**src/rtl/v_row_packer_pkg.sv**
```systemverilog
// v_row_packer_pkg: shared types and constants for the V-row packer.
//   V_VECTOR_T     : one full V row (DIM*ELEM_W bits, element 0 in the LSBs)
//   beat_t         : one memory-controller beat (BEAT_W bits)
//   rows_t         : row count for one load command
//   V_PACK_STATE_T : packer control states
// NUM_ENTRIES follows `MAX_SEQ_LENGTH; a local default is supplied when the
// build does not define it.

`ifndef MAX_SEQ_LENGTH
`define MAX_SEQ_LENGTH 16
`endif

package v_row_packer_pkg;

    localparam int DIM           = 64;
    localparam int ELEM_W        = 8;
    localparam int BEAT_W        = 128;
    localparam int ROW_W         = DIM * ELEM_W;
    localparam int BEATS_PER_ROW = ROW_W / BEAT_W;
    localparam int NUM_ENTRIES   = `MAX_SEQ_LENGTH;
    localparam int ROWS_W        = $clog2(NUM_ENTRIES) + 1;
    localparam int BEAT_IDX_W    = (BEATS_PER_ROW > 1) ? $clog2(BEATS_PER_ROW) : 1;

    typedef logic [ROW_W-1:0]  V_VECTOR_T;
    typedef logic [BEAT_W-1:0] beat_t;
    typedef logic [ROWS_W-1:0] rows_t;

    typedef enum logic [1:0] {
        IDLE,
        FILL,
        PUSH,
        DONE
    } V_PACK_STATE_T;

endpackage

```
**src/rtl/v_row_packer_if.sv**
```systemverilog
// v_row_packer_if: beat input and row output handshakes of the packer.
//   mem_valid / mem_ready / mem_data        : beats from the memory controller
//   write_enable / sram_ready / write_data  : rows into the V-vector FIFO
// modport slave  : the packer itself
// modport master : the surrounding memory controller + FIFO

interface v_row_packer_if;
    import v_row_packer_pkg::*;

    logic      mem_valid;
    logic      mem_ready;
    beat_t     mem_data;
    logic      write_enable;
    logic      sram_ready;
    V_VECTOR_T write_data;

    modport slave (
        input  mem_valid,
        input  mem_data,
        input  sram_ready,
        output mem_ready,
        output write_enable,
        output write_data
    );

    modport master (
        output mem_valid,
        output mem_data,
        output sram_ready,
        input  mem_ready,
        input  write_enable,
        input  write_data
    );

endinterface

```
**src/rtl/v_beat_assembler.sv**
```systemverilog
// v_beat_assembler: collects BEATS_PER_ROW beats into one row register.
//   clk, rst     : clock, synchronous active-high reset
//   beat_we      : a beat is being offered for this row this cycle
//   beat_data    : beat payload
//   release_row  : the completed row has been consumed; frees the buffer
//   row_data     : row register (beat k at [k*BEAT_W +: BEAT_W])
//   full         : all beats of the row are present
//   last_beat    : the next accepted beat completes the row
// Beats are ignored while full so a row waiting to be written stays stable.

module v_beat_assembler
    import v_row_packer_pkg::*;
(
    input  logic      clk,
    input  logic      rst,
    input  logic      beat_we,
    input  beat_t     beat_data,
    input  logic      release_row,
    output V_VECTOR_T row_data,
    output logic      full,
    output logic      last_beat
);

    logic [BEAT_IDX_W-1:0]    beat_idx;
    logic [BEATS_PER_ROW-1:0] slice_we;
    logic                     take;

    assign take      = beat_we & ~full;
    assign last_beat = (beat_idx == BEAT_IDX_W'(BEATS_PER_ROW - 1));

    always_comb begin
        slice_we = '0;
        for (int k = 0; k < BEATS_PER_ROW; k++) begin
            slice_we[k] = take && (beat_idx == BEAT_IDX_W'(k));
        end
    end

    always_ff @(posedge clk) begin
        if (rst) begin
            row_data <= '0;
            beat_idx <= '0;
            full     <= 1'b0;
        end else begin
            for (int k = 0; k < BEATS_PER_ROW; k++) begin
                if (slice_we[k]) begin
                    row_data[k*BEAT_W +: BEAT_W] <= beat_data;
                end
            end
            if (take) begin
                if (last_beat) begin
                    beat_idx <= '0;
                    full     <= 1'b1;
                end else begin
                    beat_idx <= beat_idx + 1'b1;
                end
            end else if (release_row) begin
                full <= 1'b0;
            end
        end
    end

endmodule

```
**src/rtl/v_row_packer.sv**
```systemverilog
// v_row_packer: packs memory beats into full V rows and pushes them to the
// V-vector FIFO, a programmed number of rows per start command.
//   clk, rst  : clock, synchronous active-high reset
//   start     : one-cycle load command, honoured only in IDLE
//   num_rows  : rows to load, sampled with start
//   busy      : high in every state except IDLE
//   done      : one-cycle pulse after the last row is written
//   bus       : beat input / row output handshakes (v_row_packer_if.slave)
// Build option V_PACK_PINGPONG_EN: two row buffers so filling row n+1
// overlaps pushing row n. Without it a single buffer alternates FILL/PUSH.
//
// state | meaning
// IDLE  | waiting for start
// FILL  | accepting beats (pingpong: also pushing completed rows)
// PUSH  | full row offered to the FIFO (single buffer only)
// DONE  | done pulse, back to IDLE next cycle

module v_row_packer
    import v_row_packer_pkg::*;
(
    input  logic  clk,
    input  logic  rst,
    input  logic  start,
    input  rows_t num_rows,
    output logic  busy,
    output logic  done,
    v_row_packer_if.slave bus
);

    V_PACK_STATE_T state;
    rows_t         rows_left;
    logic          mem_ready_q;
    logic          beat_xfer;
    logic          write_fire;

    // Outputs are masked during reset so nothing transfers in the reset cycle.
    assign bus.mem_ready = mem_ready_q & ~rst;
    assign beat_xfer     = bus.mem_valid & bus.mem_ready;
    assign write_fire    = bus.write_enable & bus.sram_ready;

`ifdef V_PACK_PINGPONG_EN

    rows_t     rows_to_fill;
    logic      fill_sel;
    logic      push_sel;
    logic      we_q;
    logic      row_complete;
    logic      fill_sel_nxt;
    logic      push_sel_nxt;
    rows_t     rows_to_fill_nxt;
    logic [1:0] full;
    logic [1:0] last;
    logic [1:0] full_nxt;
    V_VECTOR_T row_q [2];

    for (genvar i = 0; i < 2; i++) begin : g_buf
        v_beat_assembler u_asm (
            .clk         (clk),
            .rst         (rst),
            .beat_we     (beat_xfer && (fill_sel == 1'(i))),
            .beat_data   (bus.mem_data),
            .release_row (write_fire && (push_sel == 1'(i))),
            .row_data    (row_q[i]),
            .full        (full[i]),
            .last_beat   (last[i])
        );
    end

    assign bus.write_enable = we_q & ~rst;
    assign bus.write_data   = row_q[push_sel];

    // Fill and push pointers both alternate, so rows leave in acceptance order
    // and the buffer being filled is never the one being pushed.
    assign row_complete     = beat_xfer & last[fill_sel];
    assign fill_sel_nxt     = fill_sel ^ row_complete;
    assign push_sel_nxt     = push_sel ^ write_fire;
    assign rows_to_fill_nxt = rows_to_fill - rows_t'(row_complete);

    always_comb begin
        full_nxt = full;
        if (row_complete) full_nxt[fill_sel] = 1'b1;
        if (write_fire)   full_nxt[push_sel] = 1'b0;
    end

    always_ff @(posedge clk) begin
        if (rst) begin
            state        <= IDLE;
            rows_left    <= '0;
            rows_to_fill <= '0;
            fill_sel     <= 1'b0;
            push_sel     <= 1'b0;
            mem_ready_q  <= 1'b0;
            we_q         <= 1'b0;
            busy         <= 1'b0;
            done         <= 1'b0;
        end else begin
            case (state)
                IDLE: begin
                    done <= 1'b0;
                    if (start) begin
                        rows_left    <= num_rows;
                        rows_to_fill <= num_rows;
                        fill_sel     <= 1'b0;
                        push_sel     <= 1'b0;
                        busy         <= 1'b1;
                        if (num_rows == '0) begin
                            state <= DONE;
                            done  <= 1'b1;
                        end else begin
                            state       <= FILL;
                            mem_ready_q <= 1'b1;
                        end
                    end
                end
                FILL: begin
                    fill_sel     <= fill_sel_nxt;
                    push_sel     <= push_sel_nxt;
                    rows_to_fill <= rows_to_fill_nxt;
                    // Stall beats only when the next buffer to fill still holds a row.
                    mem_ready_q  <= (rows_to_fill_nxt != '0) && !full_nxt[fill_sel_nxt];
                    we_q         <= full_nxt[push_sel_nxt];
                    if (write_fire) begin
                        rows_left <= rows_left - 1'b1;
                        if (rows_left == rows_t'(1)) begin
                            state       <= DONE;
                            done        <= 1'b1;
                            mem_ready_q <= 1'b0;
                            we_q        <= 1'b0;
                        end
                    end
                end
                DONE: begin
                    done  <= 1'b0;
                    busy  <= 1'b0;
                    state <= IDLE;
                end
                default: begin
                    state <= IDLE;
                end
            endcase
        end
    end

`else

    V_VECTOR_T row_data;
    logic      row_full;
    logic      last_beat;

    v_beat_assembler u_asm (
        .clk         (clk),
        .rst         (rst),
        .beat_we     (beat_xfer),
        .beat_data   (bus.mem_data),
        .release_row (write_fire),
        .row_data    (row_data),
        .full        (row_full),
        .last_beat   (last_beat)
    );

    // The buffer is full exactly while the FSM sits in PUSH, so its full flag
    // is the registered row-available signal.
    assign bus.write_enable = row_full & ~rst;
    assign bus.write_data   = row_data;

    always_ff @(posedge clk) begin
        if (rst) begin
            state       <= IDLE;
            rows_left   <= '0;
            mem_ready_q <= 1'b0;
            busy        <= 1'b0;
            done        <= 1'b0;
        end else begin
            case (state)
                IDLE: begin
                    done <= 1'b0;
                    if (start) begin
                        rows_left <= num_rows;
                        busy      <= 1'b1;
                        if (num_rows == '0) begin
                            state <= DONE;
                            done  <= 1'b1;
                        end else begin
                            state       <= FILL;
                            mem_ready_q <= 1'b1;
                        end
                    end
                end
                FILL: begin
                    if (beat_xfer && last_beat) begin
                        state       <= PUSH;
                        mem_ready_q <= 1'b0;
                    end
                end
                PUSH: begin
                    if (write_fire) begin
                        rows_left <= rows_left - 1'b1;
                        if (rows_left == rows_t'(1)) begin
                            state <= DONE;
                            done  <= 1'b1;
                        end else begin
                            state       <= FILL;
                            mem_ready_q <= 1'b1;
                        end
                    end
                end
                DONE: begin
                    done  <= 1'b0;
                    busy  <= 1'b0;
                    state <= IDLE;
                end
                default: begin
                    state <= IDLE;
                end
            endcase
        end
    end

`endif

endmodule

```
**src/flat_wrapper.sv**
```systemverilog
// flat-port wrapper written by rule: the top's interface ports become plain ports
module v_row_packer_flat import v_row_packer_pkg::*;
  (clk, rst, start, num_rows, busy, done, bus_mem_valid, bus_mem_data, bus_sram_ready, bus_mem_ready, bus_write_enable, bus_write_data);
  v_row_packer_if bus_i ();
  input  logic clk;
  input  logic rst;
  input  logic start;
  input  rows_t num_rows;
  output logic busy;
  output logic done;
  input wire logic [$bits(bus_i.mem_valid)-1:0] bus_mem_valid;
  input wire logic [$bits(bus_i.mem_data)-1:0] bus_mem_data;
  input wire logic [$bits(bus_i.sram_ready)-1:0] bus_sram_ready;
  output wire logic [$bits(bus_i.mem_ready)-1:0] bus_mem_ready;
  output wire logic [$bits(bus_i.write_enable)-1:0] bus_write_enable;
  output wire logic [$bits(bus_i.write_data)-1:0] bus_write_data;
  assign bus_i.mem_valid = bus_mem_valid;
  assign bus_i.mem_data = bus_mem_data;
  assign bus_i.sram_ready = bus_sram_ready;
  assign bus_mem_ready = bus_i.mem_ready;
  assign bus_write_enable = bus_i.write_enable;
  assign bus_write_data = bus_i.write_data;
  v_row_packer u_core (.clk(clk), .rst(rst), .start(start), .num_rows(num_rows), .busy(busy), .done(done), .bus(bus_i));
endmodule
```
**config.mk**
```make
export PLATFORM = sky130hd
export DESIGN_NAME = v_row_packer_flat
export DESIGN_NICKNAME = d
export VERILOG_FILES = /design/src/rtl/v_row_packer_pkg.sv /design/src/rtl/v_row_packer_if.sv /design/src/rtl/v_beat_assembler.sv /design/src/rtl/v_row_packer.sv /design/src/flat_wrapper.sv
export SDC_FILE = /design/constraint.sdc
export NUM_CORES = 1
export LEC_CHECK = 0
export ABC_AREA = 1
export CORE_AREA = 4 4 252 254
export DETAILED_ROUTE_END_ITERATION = 8
export DIE_AREA = 0 0 256 258
export GPL_TIMING_DRIVEN = 1
export PLACE_DENSITY = 0.74
export SLEW_MARGIN = 25
export SYNTH_ARGS = -nofsm -noshare
export SYNTH_HDL_FRONTEND = slang
export SYNTH_HIERARCHICAL = 1
export SYNTH_SLANG_ARGS = --single-unit
```
**constraint.sdc**
```tcl
create_clock -name clk -period 5.1 [get_ports clk]
set_input_delay 1.53 -clock clk [delete_from_list [all_inputs] [get_ports clk]]
set_output_delay 1.53 -clock clk [all_outputs]
set_load 0.05 [all_outputs]
```
[Word level (Yosys, flattened, before mapping)]
Index checks and enable logic that the tools add are counted.
Storage, ports and cells
  output and inout bits: 516
  word-level logic and storage cells: 79
  bits in registers: 525
  input port bits: 138
Operators by class
  bitwise operators: 7
  muxes and demuxes: 26
  eq/ne operators: 14
  reductions and logical operators: 19
  add/subtract/negate cells: 2
Operator list (number)
  $mux 1: 13
  $mux 2: 6
  $mux 5: 2
  $pmux 5 s2: 1
  $reduce_and 3->1: 3
  $eq 2x2->1 const B: 4
  $ne 2x2->1 const B: 4
  $pmux 2 s4: 1
  $ne 2x1->1 const B: 3
  $pmux 1 s3: 2
  $reduce_and 6->1: 1
  $reduce_bool 2->1: 3
  $reduce_bool 3->1: 2
  $and 1x1->1: 5
  $eq 5x1->1 const B: 1
  $logic_and 1x1->1: 5
  $logic_not 5->1: 1
  $sub 5x1->5 const B: 1
  $eq 2x1->1 const B: 2
  $logic_not 2->1: 2
  $reduce_and 2->1: 2
  $add 2x1->2 const B: 1
  $not 1->1: 2
  $pmux 1 s2: 1

[Logic depth before layout (Yosys ltp)]
Gate-level depths: netlist of run 1.
  depth after elaboration: 6
  mapped depth: 9

[Modules after synthesis]
The synthesis of run 1 kept the hierarchy.
By module, submodules not included
  v_beat_assembler: area each 20863.8 sq um, cells an instance 3269, sequential area each 10309.9 sq um, instances 1
  v_row_packer: area each 698.2 sq um, cells an instance 102, sequential area each 200.2 sq um, instances 1

[Least setup slack after synthesis of run 1]
OpenSTA, ideal clock, no wires.
  path kind: input to output
  start: in rst
  end: out bus_mem_ready
  buffers on the path: 1
  arrival time: 2.309 ns
  path slack: 1.261 ns
  stages: 2
  path through: buf_6 -> nor2_1
Between the ends
  word-level cells in the longest chain between the ends: 2
Ends and longest elaborated chain
  from (decl): RTL line flat_wrapper.sv:6  | input logic rst;
  $not 1->1: RTL line v_row_packer.sv:37  | assign bus.mem_ready = mem_ready_q & ~rst;
  $and 1x1->1: RTL line v_row_packer.sv:37
  to (decl): RTL line flat_wrapper.sv:14  | output wire logic [$bits(bus_i.mem_ready)-1:0] bus_mem_ready;
Every way passes these cells.

[Final worst setup path of run 1]
Ends and elaborated chain as after synthesis.

==> results of run 1 <==
registers in the layout, indices dropped and copies added (netlist names):
name,count
u_core/done,1
u_core/u_asm/full,1
u_core/rows_left,5
u_core/state,2
u_core/busy,1
u_core/u_asm/beat_idx,2
u_core/mem_ready_q,1
u_core/u_asm/row_data,512
path summary, 6_finish.rpt:
kind / start / endpoint / slack (ps) / depth (start not counted)
worst max-delay path: rst / bus_mem_ready / 1100 / 4
worst min-delay path: u_core/done$_SDFFE_PP0P_ / u_core/done$_SDFFE_PP0P_ / 470 / 2
worst max register to register: u_core/mem_ready_q$_SDFFE_PP0P_ / u_core/u_asm/row_data[6]$_SDFFE_PP0P_ / 2860 / 7
worst min register to register: u_core/done$_SDFFE_PP0P_ / u_core/done$_SDFFE_PP0P_ / 470 / 2
cell type report:
| class | count | share of cell area (%) |
|---|---|---|
| tap | 790 | 3.211 |
| timing repair buffer | 696 | 23.08 |
| multi-input combinational | 2141 | 26.91 |
| clock buffer | 80 | 5.300 |
| inverter | 536 | 6.568 |
| clock inverter | 22 | 0.7763 |
| sequential | 525 | 34.14 |
| antenna | 2 | 0.01626 |
metrics by stage:
| stage | utilization (%) | hold slack, ps |
|---|---|---|
| global route | 50.25 | 494.9 |
| detailed placement | 47.19 | 469.2 |
| CTS | 50.25 | 483.7 |
| floorplan | - | 469.1 |
| global placement | 47.19 | 468.5 |
| finish | 50.26 | 471.6 |
routing by layer:
layer / routed length (um) / vias up / global-route usage (%)
met5: 0 / - / 0
met4: 2340 / 0 / 6.659
met3: 5995 / 129 / 6.463
met2: 31390 / 666 / 32.54
met1: 27740 / 8955 / 23.02
li1: - / 10730 / -
worst max-delay path, cell delays in order:
cell and delay (ps):
clkdlybuf4s50_1 460, buf_4 220, nor2_1 70, buf_4 190
cell usage in the layout (no fill, tap or decap):
cell type        instances
inv_1                  531
nand4_1                  3
diode_2                  2
clkbuf_1                10
mux2i_1                  1
nand2_2                  2
xor2_1                   1
nand3_2                  1
nor2_1                1042
nand2_4                  2
nor2_2                   1
a21oi_2                  2
buf_12                  20
inv_2                    3
bufinv_16                4
clkbuf_8                14
o21ai_0                  6
nand2_1               1043
nor2_4                   1
ha_1                     7
o21ai_1                  2
nand3_1                  8
and3_1                   1
nand3_4                  6
a21oi_1                 11
clkinv_4                 3
clkinvlp_4               1
clkbuf_16               56
clkdlybuf4s50_1        651
clkinv_8                 1
inv_8                    1
dfxtp_1                525
inv_4                    1
clkinv_2                12
or2_2                    1
inv_6                    1
buf_4                   25
power breakdown:
| group | total (uW) | internal [uW] | switching [uW] |
|---|---|---|---|
| logic | 1450 | 481 | 966 |
| registers | 4320 | 4240 | 79.9 |
| clock network | 4140 | 2420 | 1710 |
kinds of logic (layout without fill, tap and decap cells):
kind of cell               count (synthesis)  count (layout)  share of synthesized area, %
AOI/OAI and AO/OA                         21              21                        0.5223
xor gates and xnor gates                   1               1                       0.04063
adders and majority gates                  7               7                        0.4062
buffers and inverters                    705            1334                         13.07
DFF                                      525             525                         48.74
muxes                                      1               1                       0.04642
other                                      0               2                             0
and+or+nand+nor                         2111            2111                         37.17
==> results by group, run 1 <==
Outcome
  • Outcome: finished, final reports clean

Synthesis
  • Top cells by area, synth: dfxtp_1, nand2_1, nor2_1
  • Post-Synthesis Cells: 3,371
  • Netlist cell types: 27
  • Net count after synthesis: 3,516
  • Post-synth ARST share: 0%
  • Synth top area share: 48.74%
  • Synth top cells by count: nand2_1, nor2_1, inv_1, dfxtp_1, buf_2
  • Post-synth EDFFs: 0
  • Yosys Warn Count: 6
  • Yosys top cell by area: dfxtp_1
  • Post-synthesis sequential element count: 525
  • Count leader, synth: nand2_1
  • Syn Area/Cell: 6.396 um^2
  • Prevailing post-synth register cell: dfxtp_1
  • Cell area after synthesis: 0.02156 mm^2
  • Sequential share of the synthesized area: 48.74%

Placed design
  • Cell total after placement: 4,688
  • Placed inst area: 0.02891 mm^2
  • HPWL after detailed placement: 47.52 mm
  • Pre-CTS setup slack: 903.0 ps
  • GPL Wtd Cong: 0.8411
  • Port bufs: 653

Min path
  • Worst hold path type: reg -> reg

STA
  • Final Skew: 13.80 ps
  • Period utilisation layout: 78.50%
  • Final setup margin: 1096 ps
  • Min Clock Period, post-route: 4004 ps
  • Setup TNS: 0 ps
  • Final setup viols: 0
  • Final Slew Violations: 0
  • Unrepaired setup endpoints after global routing: no
  • Hold Fails Final Rpt: 0
  • F_max: 249.8 MHz
  • Slew Limit Headroom: 56.14%
  • Actual slew at the worst max-slew pin: 655.9 ps

CTS
  • CTS H-tree depth: 2
  • Post_cts resized: 0
  • CTS root buf: clkbuf_16
  • CTS Buf Count: 56
  • Hold-fix buffers at CTS: 0
  • # Post-CTS Setup Buffers: 0
  • Clock latency at the later pin of the worst-skew pair: 600 ps
  • TritonCTS clock tree: yes
  • Clock Sinks: 525
  • Maximum clock path buffer count: 3
  • Clock slew at reported path FFs: 60 ps

Layout
  • Area Growth Syn to Fin: 42.77%
  • Reg area: 0.01051 mm^2
  • Final std cells w/o fill: 4,792
  • Nets: 4,101
  • Filler cells: 5,902
  • Final Instance Area: 0.03078 mm^2
  • Share of cells above drive strength 1: 3.950%
  • Area of the multi-input gates: 0.008284 mm^2

Pwr
  • Tot Pwr: 9906 uW
  • Max VDD drop: 0.0002548 V
  • Leak pwr: 0.01565 uW
  • Cell Pwr Density: 321.8 mW/mm^2

Detailed routing
  • Number of remaining DRC errors: 0
  • Total number of vias: 20,480
  • Drt via density: 4.274
  • Routed WL per cell: 14.08 um
  • Drt first pass iters: 5
  • Routed WL: 67.47 mm
  • Antenna Nets Post-Route: 0
  • Initial DRC count: 1,421

Die
  • Core ar.: 0.06126 mm^2
  • Initial Util: 35.20%
  • # IOs: 654
  • Row count: 91
  • Die Span Y: 258 um
  • Die extent in x: 256 um
  • DIE AREA: 0.06605 mm^2

Critical path
  • Crit Path Max Fanout: 11
  • Type of origin of the critical path: input pin
  • Crit Path Class: in -> out
  • Worst EP required: 3570 ps
  • Arr. time, crit path: 2470 ps
  • Critical Path Sink Type: primary output

Global route
  • Total global-route track usage: 19.25%
  • Gr ovfl total: 0
  • Largest net degree at the start of global routing: 121
  • First-pass GRT wire length: 104.3 mm
  • Vias in the first global route: 18,720
  • Initial antenna violation count: 0

Run
  • Maxcap violations: 0
Power figures use the tool's default switching activity.
==> run 2, diff against run 1 <==
CORE_AREA = 4 4 250 252   (was 4 4 252 254)
DIE_AREA = 0 0 254 256   (was 0 0 256 258)
PLACE_DENSITY = 0.77   (was 0.74)
clock period = 3.6 ns   (was 5.1 ns; I/O delays follow)
==> results by group, run 2 (synthesis gave the netlist of run 1 again) <==
Placed design
  • Pre-CTS setup slack: 432.7 ps
  • GPL Wtd Cong: 0.8589
  • HPWL after detailed placement: 47.97 mm
  • Port bufs: 653

Critical path
  • Type of origin of the critical path: input pin
  • Critical Path Max Stage Delay: 470 ps
  • Critical path, cell by cell: clkdlybuf4s50_1 -> nor2_1 -> buf_12
  • Critical-path top delay cell: clkdlybuf4s50_1
  • Crit Path Class: in -> out
  • Worst EP required: 2520 ps
  • Critical Path Sink Type: primary output
  • WP buf/inv: 2
  • Crit Path Max Fanout: 4
  • Arr. time, crit path: 1930 ps
  • Crit-path leading delay family: buffers and inverters

Layout
  • Most frequent cells in the layout: nand2_1, nor2_1, clkdlybuf4s50_1, inv_1, dfxtp_1
  • Biggest regs: u_core/u_asm/row_data: 512 flops, u_core/rows_left: 5 flops
  • Most common library cell in the layout ignoring fill and taps: nand2_1
  • Largest register by flop count: u_core/u_asm/row_data
  • Nets: 4,110
  • Max reg flops: 512
  • Share of cells above drive strength 1: 3.842%
  • Filler cells: 5,663
  • Area Growth Syn to Fin: 42.91%
  • Ant diodes: 0

Pwr
  • Clock share of power: 41.0%
  • Leak pwr: 0.01566 uW
  • Switching share of power: 27.47%
  • Power share of the combinational group: 14.8%
  • Internal power: 10,060 uW
  • Max VDD drop: 0.0003895 V
  • Cell Pwr Density: 450.3 mW/mm^2
  • Tot Pwr: 13,880 uW
  • Switching power: 3811 uW
  • Reg power frac: 44.2%

STA
  • Min Hold Slack: 484.2 ps
  • Setup TNS: 0 ps
  • Period utilisation layout: 83.72%
  • Unrepaired setup endpoints after global routing: no
  • Final setup viols: 0
  • F_max: 331.8 MHz
  • Final setup margin: 586.1 ps
  • Final Slew Violations: 0
  • Min Clock Period, post-route: 3014 ps
  • Actual slew at the worst max-slew pin: 642.7 ps
  • Hold Fails Final Rpt: 0
  • Slew Limit Headroom: 57.02%
  • Final Skew: 10.42 ps

CTS
  • CTS Buf Count: 56
  • # Post-CTS Setup Buffers: 0
  • Clock Sinks: 525
  • TritonCTS clock tree: yes
  • CTS root buf: clkbuf_16
  • CTS H-tree depth: 2
  • Maximum clock path buffer count: 3
  • Post_cts resized: 0
  • Clock latency at the later pin of the worst-skew pair: 580 ps
  • Hold-fix buffers at CTS: 0
  • Clock slew at reported path FFs: 60 ps

Global route
  • Largest net degree at the start of global routing: 113
  • First-pass GRT wire length: 102.3 mm
  • Vias in the first global route: 18,580
  • Initial antenna violation count: 0
  • Gr ovfl total: 0
  • Total global-route track usage: 19.39%

Detailed routing
  • Drt first pass iters: 7
  • Initial DRC count: 1,276
  • Drt via density: 4.263
  • Total number of vias: 20,420
  • Routed WL: 66.99 mm
  • Antenna Nets Post-Route: 0
  • Routed WL per cell: 13.98 um
  • Number of remaining DRC errors: 0

Die
  • Core ar.: 0.06013 mm^2
  • Row count: 90
  • Die Span Y: 256 um
  • Die extent in x: 254 um
  • Initial Util: 35.86%
  • # IOs: 654
  • DIE AREA: 0.06502 mm^2

Outcome
  • Outcome: finished, final reports clean

Min path
  • Worst hold path type: reg -> reg

Run
  • Maxcap violations: 0
==> run 2: cell types whose count changed in the layout (fill, tap and decap cells not counted) <==
cell and delta:
clkinvlp_4 -1, clkbuf_1 +12, clkbuf_8 -4, clkinv_2 -7, buf_4 +6, diode_2 -2, buf_12 +3, inv_6 +1
clkinv_4 -2
==> run 2: routing by layer <==
layer / GRT usage [%] / routed length [um] / part of all wire, %
met1: 22.20 / 26400 / 39
met2: 32.68 / 31240 / 47
met3: 6.991 / 6524 / 9.7
met4: 8.107 / 2824 / 4.2
met5: 0 / 0 / 0
==> run 2: final timing paths <==
kind	from	end	slack (ps)	cells past startpoint
max	rst	bus_write_enable	590	3
min	u_core/done$_SDFFE_PP0P_	u_core/done$_SDFFE_PP0P_	480	2
max reg2reg	u_core/mem_ready_q$_SDFFE_PP0P_	u_core/u_asm/row_data[224]$_SDFFE_PP0P_	1800	6
min reg2reg	u_core/done$_SDFFE_PP0P_	u_core/done$_SDFFE_PP0P_	480	2
==> run 2: final cells by class <==
class | instances | area, um^2 | area share, %
multi-input cells | 2141 | 8284 | 26.89
flip-flops and latches | 525 | 10510 | 34.11
clock buffers | 88 | 1622 | 5.263
inverters | 536 | 2022 | 6.562
clock inverters | 13 | 187.7 | 0.6091
well taps | 782 | 978.4 | 3.175
repair buffers | 705 | 7209 | 23.40
==> run 2: power by group through the flow <==
stage                     clock, uW  combinational (uW)  sequential, uW
after floorplan                   0                 654            6840
after global placement            0                2040            6250
after global routing           6060                2210            6150
after detailed placement          0                2050            6250
final                          5690                2060            6130
after CTS                      5850                2070            6130
==> run 2: worst min-delay path: stages (launching register included) <==
cell     delay (ps)
dfxtp_1         330
a21oi_1          40
nor2_1           70
==> run 2: stage by stage <==
stage	utilization (%)	instances	cell area, um^2
floorplan	-	3371	21560
global placement	48.23	4689	29000
detailed placement	48.23	4689	29000
CTS	51.24	4790	30810
global route	51.24	4790	30810
finish	51.24	4790	30810
